===== config.mk =====
export PLATFORM = sky130hd
export DESIGN_NAME = fp32_mul_round_pack
export DESIGN_NICKNAME = d
export VERILOG_FILES = /design/src/rtl/fp32_mul_round_pack.sv
export SDC_FILE = /design/constraint.sdc
export NUM_CORES = 1
export LEC_CHECK = 0
export ABC_AREA = 1
export BUFFER_PORTS_ARGS = -buffer_cell sky130_fd_sc_hd__buf_2
export CORE_MARGIN = 10
export CORE_UTILIZATION = 49
export CTS_CLUSTER_DIAMETER = 80
export DETAILED_ROUTE_END_ITERATION = 10
export GPL_ROUTABILITY_DRIVEN = 0
export PLACE_DENSITY = 0.8
export SLEW_MARGIN = 20
export SYNTH_ARGS = -nofsm -noshare
export SYNTH_HDL_FRONTEND = slang
export SYNTH_SLANG_ARGS = --single-unit

===== constraint.sdc =====
create_clock -name clk -period 3.02 [get_ports clk]
set_input_delay 0 -clock clk [delete_from_list [all_inputs] [get_ports clk]]
set_output_delay 0 -clock clk [all_outputs]
set_load 0.01 [all_outputs]

===== src/rtl/fp32_mul_round_pack.sv =====
// Round-and-pack back end of the FP32 multiplier: normalises the 48-bit significand
// product, rounds to nearest-even, resolves specials and packs the IEEE-754 result.
module fp32_mul_round_pack #(
  parameter int          EXP_W     = 10,
  parameter logic [31:0] CANON_NAN = 32'h7FC00000
) (
  input  logic             clk,
  input  logic             rst_n,
  input  logic             in_valid,
  output logic             in_ready,
  input  logic [47:0]      product,
  input  logic [EXP_W-1:0] exp_sum,
  input  logic             sign,
  input  logic             is_nan,
  input  logic             is_inf,
  input  logic             is_zero,
  output logic             out_valid,
  input  logic             out_ready,
  output logic [31:0]      result,
  output logic             flag_ovf,
  output logic             flag_unf,
  output logic             flag_inx,
  output logic             flag_inv
);

  logic s1_en, s2_en;
  logic s1_valid_reg, s2_valid_reg;

  assign s2_en     = ~s2_valid_reg | out_ready;
  assign s1_en     = ~s1_valid_reg | s2_en;
  assign in_ready  = s1_en;
  assign out_valid = s2_valid_reg;

  // Stage 1: pick the leading one position and split into mantissa/guard/sticky.
  logic [22:0]    mant_next;
  logic           guard_next, sticky_next, tiny_next;
  logic [EXP_W:0] exp_next;
  logic [EXP_W:0] exp_ext;

  assign exp_ext = {exp_sum[EXP_W-1], exp_sum};

  always_comb begin
    mant_next   = product[45:23];
    guard_next  = product[22];
    sticky_next = |product[21:0];
    exp_next    = exp_ext;
    if (product[47]) begin
      mant_next   = product[46:24];
      guard_next  = product[23];
      sticky_next = |product[22:0];
      exp_next    = exp_ext + (EXP_W+1)'(1);
    end
    tiny_next = ~product[47] & ~product[46] & ~(is_nan | is_inf | is_zero);
  end

  logic [22:0]    s1_mant_reg;
  logic           s1_guard_reg, s1_sticky_reg, s1_tiny_reg;
  logic [EXP_W:0] s1_exp_reg;
  logic           s1_sign_reg, s1_nan_reg, s1_inf_reg, s1_zero_reg;

  always_ff @(posedge clk or negedge rst_n) begin
    if (!rst_n) begin
      s1_valid_reg  <= 1'b0;
      s1_mant_reg   <= '0;
      s1_guard_reg  <= 1'b0;
      s1_sticky_reg <= 1'b0;
      s1_tiny_reg   <= 1'b0;
      s1_exp_reg    <= '0;
      s1_sign_reg   <= 1'b0;
      s1_nan_reg    <= 1'b0;
      s1_inf_reg    <= 1'b0;
      s1_zero_reg   <= 1'b0;
    end else if (s1_en) begin
      s1_valid_reg  <= in_valid;
      s1_mant_reg   <= mant_next;
      s1_guard_reg  <= guard_next;
      s1_sticky_reg <= sticky_next;
      s1_tiny_reg   <= tiny_next;
      s1_exp_reg    <= exp_next;
      s1_sign_reg   <= sign;
      s1_nan_reg    <= is_nan;
      s1_inf_reg    <= is_inf;
      s1_zero_reg   <= is_zero;
    end
  end

  // Stage 2: round to nearest-even; a mantissa carry leaves the low 23 bits zero.
  logic           round_inc;
  logic [23:0]    mant_sum;
  logic [EXP_W+1:0] exp_rnd;
  logic [31:0]    result_next;
  logic           ovf_next, unf_next, inx_next, inv_next;

  assign round_inc = s1_guard_reg & (s1_sticky_reg | s1_mant_reg[0]);
  assign mant_sum  = {1'b0, s1_mant_reg} + 24'(round_inc);
  assign exp_rnd   = {s1_exp_reg[EXP_W], s1_exp_reg} + (EXP_W+2)'(mant_sum[23]);

  always_comb begin
    result_next = {s1_sign_reg, exp_rnd[7:0], mant_sum[22:0]};
    ovf_next    = 1'b0;
    unf_next    = 1'b0;
    inx_next    = s1_guard_reg | s1_sticky_reg;
    inv_next    = 1'b0;
    if (s1_nan_reg || (s1_inf_reg && s1_zero_reg)) begin
      result_next = CANON_NAN;
      inx_next    = 1'b0;
      inv_next    = ~s1_nan_reg;
    end else if (s1_inf_reg) begin
      result_next = {s1_sign_reg, 8'hFF, 23'h0};
      inx_next    = 1'b0;
    end else if (s1_zero_reg) begin
      result_next = {s1_sign_reg, 31'h0};
      inx_next    = 1'b0;
    end else if (s1_tiny_reg) begin
      result_next = {s1_sign_reg, 31'h0};
      unf_next    = 1'b1;
      inx_next    = 1'b0;
    end else if ($signed(exp_rnd) >= $signed((EXP_W+2)'(255))) begin
      result_next = {s1_sign_reg, 8'hFF, 23'h0};
      ovf_next    = 1'b1;
      inx_next    = 1'b1;
    end else if ($signed(exp_rnd) < $signed((EXP_W+2)'(1))) begin
      result_next = {s1_sign_reg, 31'h0};
      unf_next    = 1'b1;
      inx_next    = 1'b1;
    end
  end

  always_ff @(posedge clk or negedge rst_n) begin
    if (!rst_n) begin
      s2_valid_reg <= 1'b0;
      result       <= '0;
      flag_ovf     <= 1'b0;
      flag_unf     <= 1'b0;
      flag_inx     <= 1'b0;
      flag_inv     <= 1'b0;
    end else if (s2_en) begin
      s2_valid_reg <= s1_valid_reg;
      result       <= result_next;
      flag_ovf     <= ovf_next;
      flag_unf     <= unf_next;
      flag_inx     <= inx_next;
      flag_inv     <= inv_next;
    end
  end

endmodule


==> out/qor.txt, run 1 <==
Status: finished with violations
Violated checks: negative setup slack
Post-route DRC violation count: 0
Total Wirelength: 14500 µm
Num ports: 104
Final Hold Vio Count: 0
Drt first pass iters: 6
Area growth syn-to-layout: 38.2%
Crit path kind: reg2reg
Leakage: 3.07 nW
Detailed Place HPWL: 9270 µm
Leading cell type in the layout, fill and taps excluded: nand2_1
Fmax achieved: 294 MHz
Rel. slew slack: 27.7%
Vias per cell: 5.51
CP max FO: 5
Final hold slack: 3.43 ps
GRT Util Overall: 20.7%
Setup violations, final: 34
CP max stage cell: dfrtp_1
Post-placement cell area: 5240 µm²
Row count: 34
Vias: 4957
Vias in the first global route: 4771
Max Root-Sink Buffers: 2
Die width: 116 µm
Max Slew Vio Count: 0
WP buf/inv: 2
CP startpoint kind: flip-flop
Finished Cell Area: 6190 µm²
Total gr overflow: 0
Layout Utilization: 70.3%
Tcrit/Tclk final: 113%
Synthesized net count: 679
Netlist cell types: 34
Most frequent cells in the layout: 176 x nand2_1, 102 x buf_2, 79 x dfrtp_1
Required @ worst endpoint: 3300 ps
Non-Filler Instances: 899
Min-Delay Path Class: in2reg
Ys Warns: 0
First-pass GRT wire length: 22700 µm
Crit-path max cell delay: 370 ps
Max_cap viols: 0
Setup_tns: -10960 ps
NumNets Final: 858
Starting Density: 50.9%
Cells after synthesis: 608
Crit path arrival time: 3680 ps
Layout cell share with drive strength beyond 1: 29.1%
Least-Margin Pin Slew: 1080 ps
CP top delay family: simple AND/OR/NAND/NOR gates
Largest net degree at the start of global routing: 80
Die Area: 13400 µm²
Clk root buf: clkbuf_8
Crit end category: flip-flop
Clk slew on worst S/H paths: 80 ps
Final min period: 3400 ps
Antenna-violating nets left: 0
Flops & latches, synth: 79
Register area share after synthesis: 44.1%
# diodes: 0
TritonCTS clock tree: yes
Max reg flops: 32
Unrepaired setup endpoints after global routing: true
Placeable Area: 8810 µm²
Port bufs: 103
Htree depth: 3
Setup WS post-layout: -378 ps
Syn Area/Cell: 7.37 µm²
Total CTS buffers: 9
Flop-to-flop setup slack: -380 ps
Post-DR wirelength/cell: 16.1 µm
Pwr dens: 444 nW/µm²
# clock sinks: 79
Setup Skew: 8.86 ps
Clock Latency Late Sink: 350 ps
Initial antenna violation count: 0
Post-Syn Area: 4480 µm²
Peak supply drop: 258 µV
Die H: 116 µm
Dpl cells: 821
Detailed Route Iter0 Violations: 426
==> path summary, 6_finish.rpt <==
check | from | end | depth (start not counted)
min | exp_sum[3] | s1_exp_reg[3]$_DFFE_PN0P_ | 5
max | s1_mant_reg[0]$_DFFE_PN0P_ | result[27]$_DFFE_PN0P_ | 25
min in group asynchronous | rst_n | s1_exp_reg[6]$_DFFE_PN0P_ | 2
max reg2reg | s1_mant_reg[0]$_DFFE_PN0P_ | result[27]$_DFFE_PN0P_ | 25
min reg2reg | s1_valid_reg$_DFFE_PN0P_ | out_valid$_DFFE_PN0P_ | 2
max in group asynchronous | rst_n | result[31]$_DFFE_PN0P_ | 2
==> repair_timing <==
action / in CTS / in global routing
gates resized for setup: 26 / 26
hold buffers: 43 / 0
buffers inserted: 15 / 3
setup endpoints to repair: 34 / 34
gates cloned: 2 / 0
hold endpoints to repair: 117 / 0
pin swaps: 10 / 4
==> final cells by class <==
cell class / instances / area (µm²)
clock buffers: 12 / 145
clock inverters: 3 / 43.8
fillers: 639 / 2610
inverters: 59 / 224
multi-input cells: 453 / 2410
flip-flops and latches: 79 / 1980
well taps: 108 / 135
repair buffers: 185 / 1260
==> cell families (layout without fill, tap and decap cells) <==
group,Yosys count,after routing,synth area share [%]
xor+xnor,14,14,2.74
flops,79,79,44.1
simple gates,347,349,33.7
buf+inv,78,259,6.76
compound gates,85,85,11.3
fa+ha+maj,5,5,1.40
==> synthesized netlist by cell type, drive strengths merged <==
cell type    n  share of area [%]
nand2      196                 17
nor2        86                8.2
dfrtp       79                 44
inv         58                4.9
o21ai       47                6.1
nand3       33                3.9
a31oi       21                2.9
clkbuf      15                1.3
nand4       14                2.0
a21oi       11                1.2
xor2         9                1.8
nor4         8                1.1
ha           5                1.4
nor3         5               0.56
xnor2        5               0.98
buf          4               0.56
o211ai       4               0.67
or2          3               0.42
a2111oi      1               0.20
clkinv       1              0.084
nand3b       1               0.17
nor3b        1               0.17
o21bai       1               0.17
==> routing by layer <==
| metal | up-vias | global-route usage [%] | share of wire, % | wire (µm) |
|---|---|---|---|---|
| li1 | 2333 | - | - | - |
| met1 | 2265 | 26.3 | 41 | 5940 |
| met2 | 302 | 33.5 | 45 | 6560 |
| met3 | 57 | 5.43 | 10 | 1480 |
| met4 | 0 | 7.51 | 3.4 | 485 |
| met5 | - | 0 | 0 | 0 |
==> worst register-to-register path, cell delays in order, from the launching register on <==
cell,delay (ps)
dfrtp_1,370
inv_2,60
a21oi_2,160
ha_2,210
nand3_2,100
nor2_4,140
nand3_4,100
nor2_4,110
nand2_2,80
nor2_4,100
nand3_2,100
nor4_4,200
ha_2,280
nand2_4,80
nor2_4,160
nand3_2,130
nand2_1,110
nand2_2,90
nand3_2,100
nand2_4,90
buf_12,140
nand2_4,90
nand2_1,90
nand2_1,70
nand2_1,50
a21oi_1,130
==> metrics by stage <==
step                      power, W  worst slack (ps)
after CTS                  0.00269              -175
after floorplan            0.00160              -152
after global routing       0.00289              -579
after global placement     0.00182              -162
final                      0.00275              -378
after detailed placement   0.00184              -376
==> where the power goes <==
group / switching [W] / leakage [nW] / internal (W)
Combinational: 0.000419 / 2.02 / 0.000294
Clock: 0.000363 / 0.0964 / 0.000401
Sequential: 0.000116 / 0.963 / 0.00116
No activity file was read; power rests on OpenSTA's default activity.
==> inputs of run 2 (changes only) <==
--- a/config.mk
+++ b/config.mk
@@ -8,11 +8,11 @@
 export ABC_AREA = 1
 export BUFFER_PORTS_ARGS = -buffer_cell sky130_fd_sc_hd__buf_2
 export CORE_MARGIN = 10
-export CORE_UTILIZATION = 49
+export CORE_UTILIZATION = 45
 export CTS_CLUSTER_DIAMETER = 80
 export DETAILED_ROUTE_END_ITERATION = 10
 export GPL_ROUTABILITY_DRIVEN = 0
-export PLACE_DENSITY = 0.8
+export PLACE_DENSITY = 0.74
 export SLEW_MARGIN = 20
 export SYNTH_ARGS = -nofsm -noshare
 export SYNTH_HDL_FRONTEND = slang
==> run 2 against run 1 <==
  * The run still ends with negative setup slack left
  * Clock power rose by 13%
  * Sequential share of layout area shrank 1.8 points
  * Non-clock buffer count increased by 38
==> out/qor.txt, run 2 (synthesized netlist as in run 1, its figures left out) <==
Fmax achieved: 283 MHz
# clock sinks: 79
Drt first pass iters: 5
Clk slew on worst S/H paths: 80 ps
Status: finished with violations
Die width: 120 µm
CP max stage cell: dfrtp_1
CP max FO: 8
Setup_tns: -16040 ps
Worst Setup Slack post-DPL: -340 ps
NumNets Final: 895
Non-Filler Instances: 962
Total CTS buffers: 9
Required @ worst endpoint: 3310 ps
Detailed Route Iter0 Violations: 520
Final min period: 3530 ps
Area growth syn-to-layout: 46.5%
Min-Delay Path Class: in2reg
Setup Skew: 7.17 ps
Max_cap viols: 0
Crit-path cells: inv_2 > a21oi_2 > ha_2 > nand3_4 > nor2_4 > nand3_4 > nor2_4 > nand2_2 > nor2_4 > nand3_2 > nor4_4 > ha_2 > nand2_2 > nor2_4 > nand3_2 > nand2_2 > nand2_2 > nand2_2 > nor2_2 > nand2_2 > nand2_4 > nor2_8 > nand2_8 > o21ai_2
Pwr dens: 437 nW/µm²
Total gr overflow: 0
Final Hold Vio Count: 0
Total Wirelength: 15100 µm
Max Slew Vio Count: 0
Starting Density: 46.1%
Initial antenna violation count: 0
Crit path kind: reg2reg
Row count: 36
CP startpoint kind: flip-flop
Port bufs: 103
Crit-path max cell delay: 380 ps
Post-DR wirelength/cell: 15.7 µm
Layout cell share with drive strength beyond 1: 32.2%
Number of fillers in the final layout: 788
Leading cell type in the layout, fill and taps excluded: nand2_1
Clock Latency Late Sink: 360 ps
Setup violations, final: 34
Post-route DRC violation count: 0
Violated checks: negative setup slack
Setup WS post-layout: -507 ps
Crit path arrival time: 3820 ps
Max Root-Sink Buffers: 2
Antenna-violating nets left: 0
Layout Utilization: 67.5%
CP top delay family: simple AND/OR/NAND/NOR gates
Vias: 5059
GRT Util Overall: 19.8%
Tcrit/Tclk final: 117%
Largest net degree at the start of global routing: 80
Crit end category: flip-flop
Detailed Place HPWL: 9130 µm
Max reg flops: 32
Leakage: 3.24 nW
Rel. slew slack: 33.3%
Clk root buf: clkbuf_8
Num ports: 104
Htree depth: 3
Unrepaired setup endpoints after global routing: true
Register Area: 1980 µm²
Peak supply drop: 207 µV
Vias in the first global route: 5023
Least-Margin Pin Slew: 1000 ps
Dpl cells: 849
Die Area: 14400 µm²
Die H: 120 µm
Most frequent cells in the layout: 178 x nand2_1, 102 x buf_2, 79 x dfrtp_1
WP buf/inv: 1
Area occupied by multi-input gates: 2450 µm²
Worst path most repeated cell: nand2_2
TritonCTS clock tree: yes
Vias per cell: 5.26
First-pass GRT wire length: 23800 µm
Placeable Area: 9730 µm²
## run 2: tightest hold or removal path: cells and delay by family
kind / cells / cell delay (ps)
AOI/OAI and AO/OA: 1 / 100
and+or+nand+nor: 3 / 160
buffers and inverters: 1 / 70
## run 2: through the flow
| stage | total power [W] | cell area (µm²) | hold slack (ps) |
|---|---|---|---|
| 6_report | 0.00287 | 6560 | 11.6 |
| 5_1_grt | 0.00302 | 6560 | 41.5 |
| 4_1_cts | 0.00279 | 6340 | 0.794 |
| 3_5_place_dp | 0.00184 | 5300 | 203 |
| 3_3_place_gp | 0.00183 | 5300 | 200 |
| 2_1_floorplan | 0.00160 | 4520 | -296 |
## run 2: final cells by class
cell class	instances	share of cell area [%]
multi-input combinational	452	37.3
sequential	79	30.1
clock inverter	4	1.07
inverter	59	3.41
clock buffer	11	2.15
tap	133	2.54
timing repair buffer	223	23.4
antenna	1	0.0381
## run 2: final timing paths
kind	start	end	slack (ps)	cells past startpoint
max in group asynchronous	rst_n	result[28]$_DFFE_PN0P_	2020	2
worst min-delay path	product[7]	s1_sticky_reg$_DFFE_PN0P_	10	5
worst max register to register	s1_mant_reg[0]$_DFFE_PN0P_	result[10]$_DFFE_PN0P_	-510	24
worst min register to register	s1_valid_reg$_DFFE_PN0P_	out_valid$_DFFE_PN0P_	460	2
min in group asynchronous	rst_n	s1_exp_reg[9]$_DFFE_PN0P_	320	2
worst max-delay path	s1_mant_reg[0]$_DFFE_PN0P_	result[10]$_DFFE_PN0P_	-510	24
## run 2: per-layer routing
| layer | global-route usage, % | vias to the layer above | wire, µm |
|---|---|---|---|
| met4 | 9.95 | 0 | 595 |
| met3 | 5.34 | 64 | 1330 |
| met2 | 30.2 | 285 | 6800 |
| met5 | 0 | - | 0 |
| li1 | - | 2401 | - |
| met1 | 25.5 | 2309 | 6350 |
## run 2: timing repair
action	4_1_cts	5_1_grt
pin swaps	6	23
buffers inserted	39	11
setup endpoints to repair	34	35
hold endpoints to repair	120	0
hold buffers	46	0
gates resized for setup	18	34
gates cloned	1	0
## run 2: power by group
group          internal [W]  switching (W)
sequential          0.00116       0.000120
combinational      0.000310       0.000425
clock              0.000481       0.000380
total               0.00195       0.000925
